### src/rtl/wb_regfile_scoreboard.sv
// wb_regfile_scoreboard: writeback register file with bypassed read ports and per-register pending-write scoreboard
module wb_regfile_scoreboard #(
  parameter int XLEN   = 32,
  parameter int PEND_W = 2
) (
  input  logic            clk,
  input  logic            rst,
  input  logic            wb_regwrite,
  input  logic [4:0]      wb_rd,
  input  logic [XLEN-1:0] wb_data,
  input  logic [4:0]      id_rs1,
  input  logic [4:0]      id_rs2,
  input  logic            id_rs1_used,
  input  logic            id_rs2_used,
  input  logic            id_issue,
  input  logic [4:0]      id_rd,
  output logic [XLEN-1:0] rs1_data,
  output logic [XLEN-1:0] rs2_data,
  output logic            stall,
  output logic            pend_any
);
  localparam logic [PEND_W-1:0] CMAX = '1;
  localparam logic [PEND_W-1:0] ONE  = PEND_W'(1);
  logic [XLEN-1:0]   regs [0:31];
  logic [PEND_W-1:0] cnt  [0:31];
  logic dec, acc, haz1, haz2, ovf;
  assign dec      = wb_regwrite && wb_rd != 5'd0;
  assign haz1     = id_rs1_used && id_rs1 != 5'd0 &&
                    (cnt[id_rs1] > ONE || (cnt[id_rs1] == ONE && !(dec && wb_rd == id_rs1)));
  assign haz2     = id_rs2_used && id_rs2 != 5'd0 &&
                    (cnt[id_rs2] > ONE || (cnt[id_rs2] == ONE && !(dec && wb_rd == id_rs2)));
  assign ovf      = id_issue && id_rd != 5'd0 && cnt[id_rd] == CMAX && !(dec && wb_rd == id_rd);
  assign stall    = haz1 | haz2 | ovf;
  assign acc      = id_issue && !stall && id_rd != 5'd0;
  assign rs1_data = id_rs1 == 5'd0 ? '0 : (wb_regwrite && wb_rd == id_rs1) ? wb_data : regs[id_rs1];
  assign rs2_data = id_rs2 == 5'd0 ? '0 : (wb_regwrite && wb_rd == id_rs2) ? wb_data : regs[id_rs2];
  always_ff @(posedge clk or posedge rst)
    if (rst)
      for (int i = 0; i < 32; i++) regs[i] <= '0;
    else if (dec)
      regs[wb_rd] <= wb_data;
  always_ff @(posedge clk or posedge rst)
    if (rst)
      for (int i = 0; i < 32; i++) cnt[i] <= '0;
    else
      for (int i = 1; i < 32; i++) begin
        if (acc && id_rd == 5'(i) && !(dec && wb_rd == 5'(i)))
          cnt[i] <= cnt[i] + ONE;
        else if (dec && wb_rd == 5'(i) && !(acc && id_rd == 5'(i)) && cnt[i] != '0)
          cnt[i] <= cnt[i] - ONE;
      end
  always_comb begin
    pend_any = 1'b0;
    for (int i = 1; i < 32; i++) pend_any = pend_any | (cnt[i] != '0);
  end
  a_no_underflow: assert property (@(posedge clk) disable iff (rst) dec |-> cnt[wb_rd] != '0);
endmodule

### config.mk
export PLATFORM = sky130hd
export DESIGN_NAME = wb_regfile_scoreboard
export DESIGN_NICKNAME = d
export VERILOG_FILES = /design/src/rtl/wb_regfile_scoreboard.sv
export SDC_FILE = /design/constraint.sdc
export NUM_CORES = 2
export LEC_CHECK = 0
export ABC_AREA = 0
export BUFFER_PORTS_ARGS = -buffer_cell sky130_fd_sc_hd__clkbuf_2
export CORE_ASPECT_RATIO = 1.5
export CORE_MARGIN = 5
export CORE_UTILIZATION = 45
export CTS_CLUSTER_DIAMETER = 40
export CTS_CLUSTER_SIZE = 8
export DETAILED_ROUTE_END_ITERATION = 12
export MAX_ROUTING_LAYER = met4
export SLEW_MARGIN = 20
export SYNTH_ARGS = -nofsm -noshare
export SYNTH_HDL_FRONTEND = slang
export SYNTH_SLANG_ARGS = --single-unit
### constraint.sdc
create_clock -name clk -period 48.3 [get_ports clk]
set_input_delay 9.66 -clock clk [delete_from_list [all_inputs] [get_ports clk]]
set_output_delay 9.66 -clock clk [all_outputs]
set_load 0.005 [all_outputs]
==> results.sh <==
export IMPL_r2r_slack_ns=44.43
export IMPL_worst_r2r_startpoint="cnt[31]"
export IMPL_grt_max_degree=150
export IMPL_fin_util_pct=50.0
export IMPL_wirelength_um=220000
export IMPL_die_area_mm2=0.143
export IMPL_nets=5095
export IMPL_setup_violations_final=0
export IMPL_drt_pass1_iter_count=6
export IMPL_clkPwrFrac_pct=37.1
export IMPL_synth_top_flop_cell="dfrtp_1"
export IMPL_synth_edff_count=0
export IMPL_fp_dieH_um=460
export IMPL_synth_top_area_cell="dfrtp_1"
export IMPL_area_growth_pct=10.6
export IMPL_yosys_top_cells_area="dfrtp_1 45%, mux4_2 20%, mux2_2 11%"
export IMPL_tightestPinTransition_ns=1.18
export IMPL_setup_tns_ns=0
export IMPL_cts_buffers=165
export IMPL_critPathBufInv=5
export IMPL_cts_resized_gates=0
export IMPL_clk_latency_ns=0.78
export IMPL_instances_no_fill=6851
export IMPL_via_per_inst=6.64
export IMPL_fmax_mhz=42.5
export IMPL_combPwrFrac_pct=20.0
export IMPL_cp_endpoint="stall"
export IMPL_period_share_pct=48.7
export IMPL_hp_class="register to register"
export IMPL_crit_path_end_kind="output pin"
export IMPL_ys_types=60
export IMPL_detail_route_antenna_nets=0
export IMPL_crit_path_top_delay_cell="buf_4"
export IMPL_cpLargestDelayFamily="buffers and inverters"
export IMPL_synth_top_cells_by_count="1334 x nand2_1, 1086 x dfrtp_1, 608 x mux2_2"
export IMPL_slew_viol_final=0
export IMPL_dp_hpwl_um=117000
export IMPL_path_cells="buf_8, buf_4, buf_4, mux4_2, mux2_2, a2111oi_0, nor4b_1, o311a_1, nor3_4, inv_1, clkbuf_2"
export IMPL_gp_congestion=0.946
export IMPL_cp_depth=11
export IMPL_cts_root_buf="clkbuf_16"
export IMPL_async_flop_share_pct=100
export IMPL_switchingPower_mw=0.830
export IMPL_path_class="input port to output pin"
export IMPL_grt_overflow=0
export IMPL_intPower_mw=2.04
export IMPL_synthCells=5182
export IMPL_synth_top_family_by_area="multiplexers"
export IMPL_seqPwrFrac_pct=42.9
export IMPL_worst_clock_skew_ns=0.0104
export IMPL_irDropWorstVdd_mv=0.0390
export IMPL_critPathMaxStageDelay_ns=0.77
export IMPL_reg2reg_depth=9
export IMPL_cts_path_max_buffers=3
export IMPL_crit_fanout=49
export IMPL_die_w_um=310
export IMPL_status="completed"
export IMPL_period_needed_ns=23.53
export IMPL_synth_area_per_cell_um2=11.7
export IMPL_wire_per_inst_um=32.2
export IMPL_critPathLaunchType="input port"
export IMPL_yosysMostFrequentCell="nand2_1"
export IMPL_yosysTopAreaCellShare_pct=44.7
export IMPL_core_rowCount=165
export IMPL_power_density_mw_per_mm2=42.6
export IMPL_hold_violations=0
export IMPL_synthSimpleGateAreaFrac_pct=12.2
export IMPL_synthMuxAreaShare_pct=34.3
export IMPL_grt_pass1_vias=45700
export IMPL_track_usage_pct=31.7
export IMPL_synth_xor_area_share_pct=0.216
export IMPL_post_route_drc_count=0
export IMPL_relSlewSlack_pct=21.2
export IMPL_core_mm2=0.135
export IMPL_leakage_nw=30.1
export IMPL_synth_compound_area_share_pct=4.91
export IMPL_synth_warnings=2
export IMPL_synth_fa_ha_area_share_pct=0
export IMPL_netlist_area_mm2=0.0609
export IMPL_antenna_found_initial=4
export IMPL_swShare_pct=28.9
export IMPL_cts_setup_buffers=0
export IMPL_cts_hold_buf=0
export IMPL_cts_htree_levels=4
export IMPL_grt_pass1_wl_um=322000
export IMPL_arrival_ns=13.87
export IMPL_timing_rr_end="cnt[58]"
export IMPL_critPathLaunch="id_rs2[1]"
export IMPL_rsz0062_at_grt="no"
export IMPL_start_util_pct=45.2
export IMPL_cts_tree="done"
export IMPL_drt_iter0_drc=5468
export IMPL_dp_cells=6623
export IMPL_drv_cap=0
export IMPL_final_layout_size_suffix_gt1_share_pct=32.7
export IMPL_num_vias=45500
export IMPL_ys_ff_latch=1086
export IMPL_synth_nets=5240
export IMPL_yosysSeqAreaShare_pct=44.7
export IMPL_crit_top_cell="buf_4"
export IMPL_io_buffers=123
export IMPL_required_ns=38.64
export IMPL_cts_clk_slew_worst_paths_ns=0.05
export IMPL_cts_sinks=1086
export IMPL_ios=124
-- registers in the layout (all words and copies together), names as in the netlist --
register  count
regs       1024
cnt          62
-- cells by family after synthesis --
| logic type | after synthesis |
|---|---|
| flops | 1086 |
| xor+xnor | 15 |
| compound gates | 407 |
| mux | 1336 |
| buf+inv | 543 |
| simple gates | 1795 |
-- power groups by stage --
stage	registers, mW	clock network [mW]	logic (mW)
after floorplan	1.18	0	0.456
final	1.23	1.06	0.573
after global placement	1.23	0	0.560
after detailed placement	1.24	0	0.571
after CTS	1.23	1.08	0.573
after global routing	1.25	1.11	0.622
-- worst min path at each step --
stage	cells past startpoint	endpoint	startpoint
2_1_floorplan	1	regs[1007]	regs[1007]
4_1_cts	0	regs[997]	regs[997]
6_report	0	regs[1007]	regs[1007]
5_1_grt	0	regs[995]	regs[995]
3_3_place_gp	0	regs[1013]	regs[1013]
3_5_place_dp	0	regs[1003]	regs[1003]
-- placed cells by master, fill, tap and decap left out, drive strengths merged, types with 6 or more instances in the layout --
master   count
o221ai      26
nor3        14
mux2i      189
nor3b       13
a221oi      31
o22ai       34
nor2b       42
o21ai       26
buf        106
o31ai       11
o2bb2ai     22
dfrtp     1086
mux4       539
clkbuf     312
a32o         7
nand3b      11
nor4        23
and3         9
a221o        6
nand2b       7
a211oi     109
or3          6
o2111ai     14
or2         31
mux2       608
inv         19
nor2       179
and2        21
clkinv      13
a21oi       53
o211ai      51
nand2     1334
xor2        12
and3b       11
nand3       58
nand4       30
-- metrics by stage --
stage / hold WS (ns) / instance area, um2 / power (mW) / setup slack [ns]
2_1_floorplan: 0.441 / 60900 / 1.64 / 8.07
3_3_place_gp: 0.376 / 62600 / 1.79 / 24.78
3_5_place_dp: 0.386 / 62600 / 1.81 / 24.75
4_1_cts: 0.397 / 67300 / 2.88 / 24.74
5_1_grt: 0.401 / 67300 / 2.99 / 24.49
6_report: 0.396 / 67300 / 2.87 / 24.77
-- metal layers --
layer	vias to the layer above	share of wire (%)	GRT usage, %
met4	0	5.4	14.7
met1	23800	38	41.1
li1	18500	-	-
met3	662	9.1	5.88
met2	2615	48	48.9
met5	-	0	-
-- worst register-to-register path, cell delays in order, from the launching register on --
cell and delay, ns:
dfrtp_1 0.52, mux4_2 0.51, a221oi_1 0.37, nand2_1 0.10, a21oi_1 0.42, nor4b_2 0.13, nor3_4 0.36, buf_4 0.90
o2bb2ai_1 0.35, nand3_1 0.09
-- layout make-up --
cell class / count / area, um2
Antenna cell: 4 / 10.0
Clock buffer: 198 / 4480
Clock inverter: 26 / 199
Fill cell: 11700 / 67300
Inverter: 11 / 51.3
Multi-Input combinational cell: 3553 / 31700
Sequential cell: 1086 / 27200
Tap cell: 1753 / 2190
Timing Repair Buffer: 220 / 1450
Note: power is estimated with default switching activity, not from simulation.
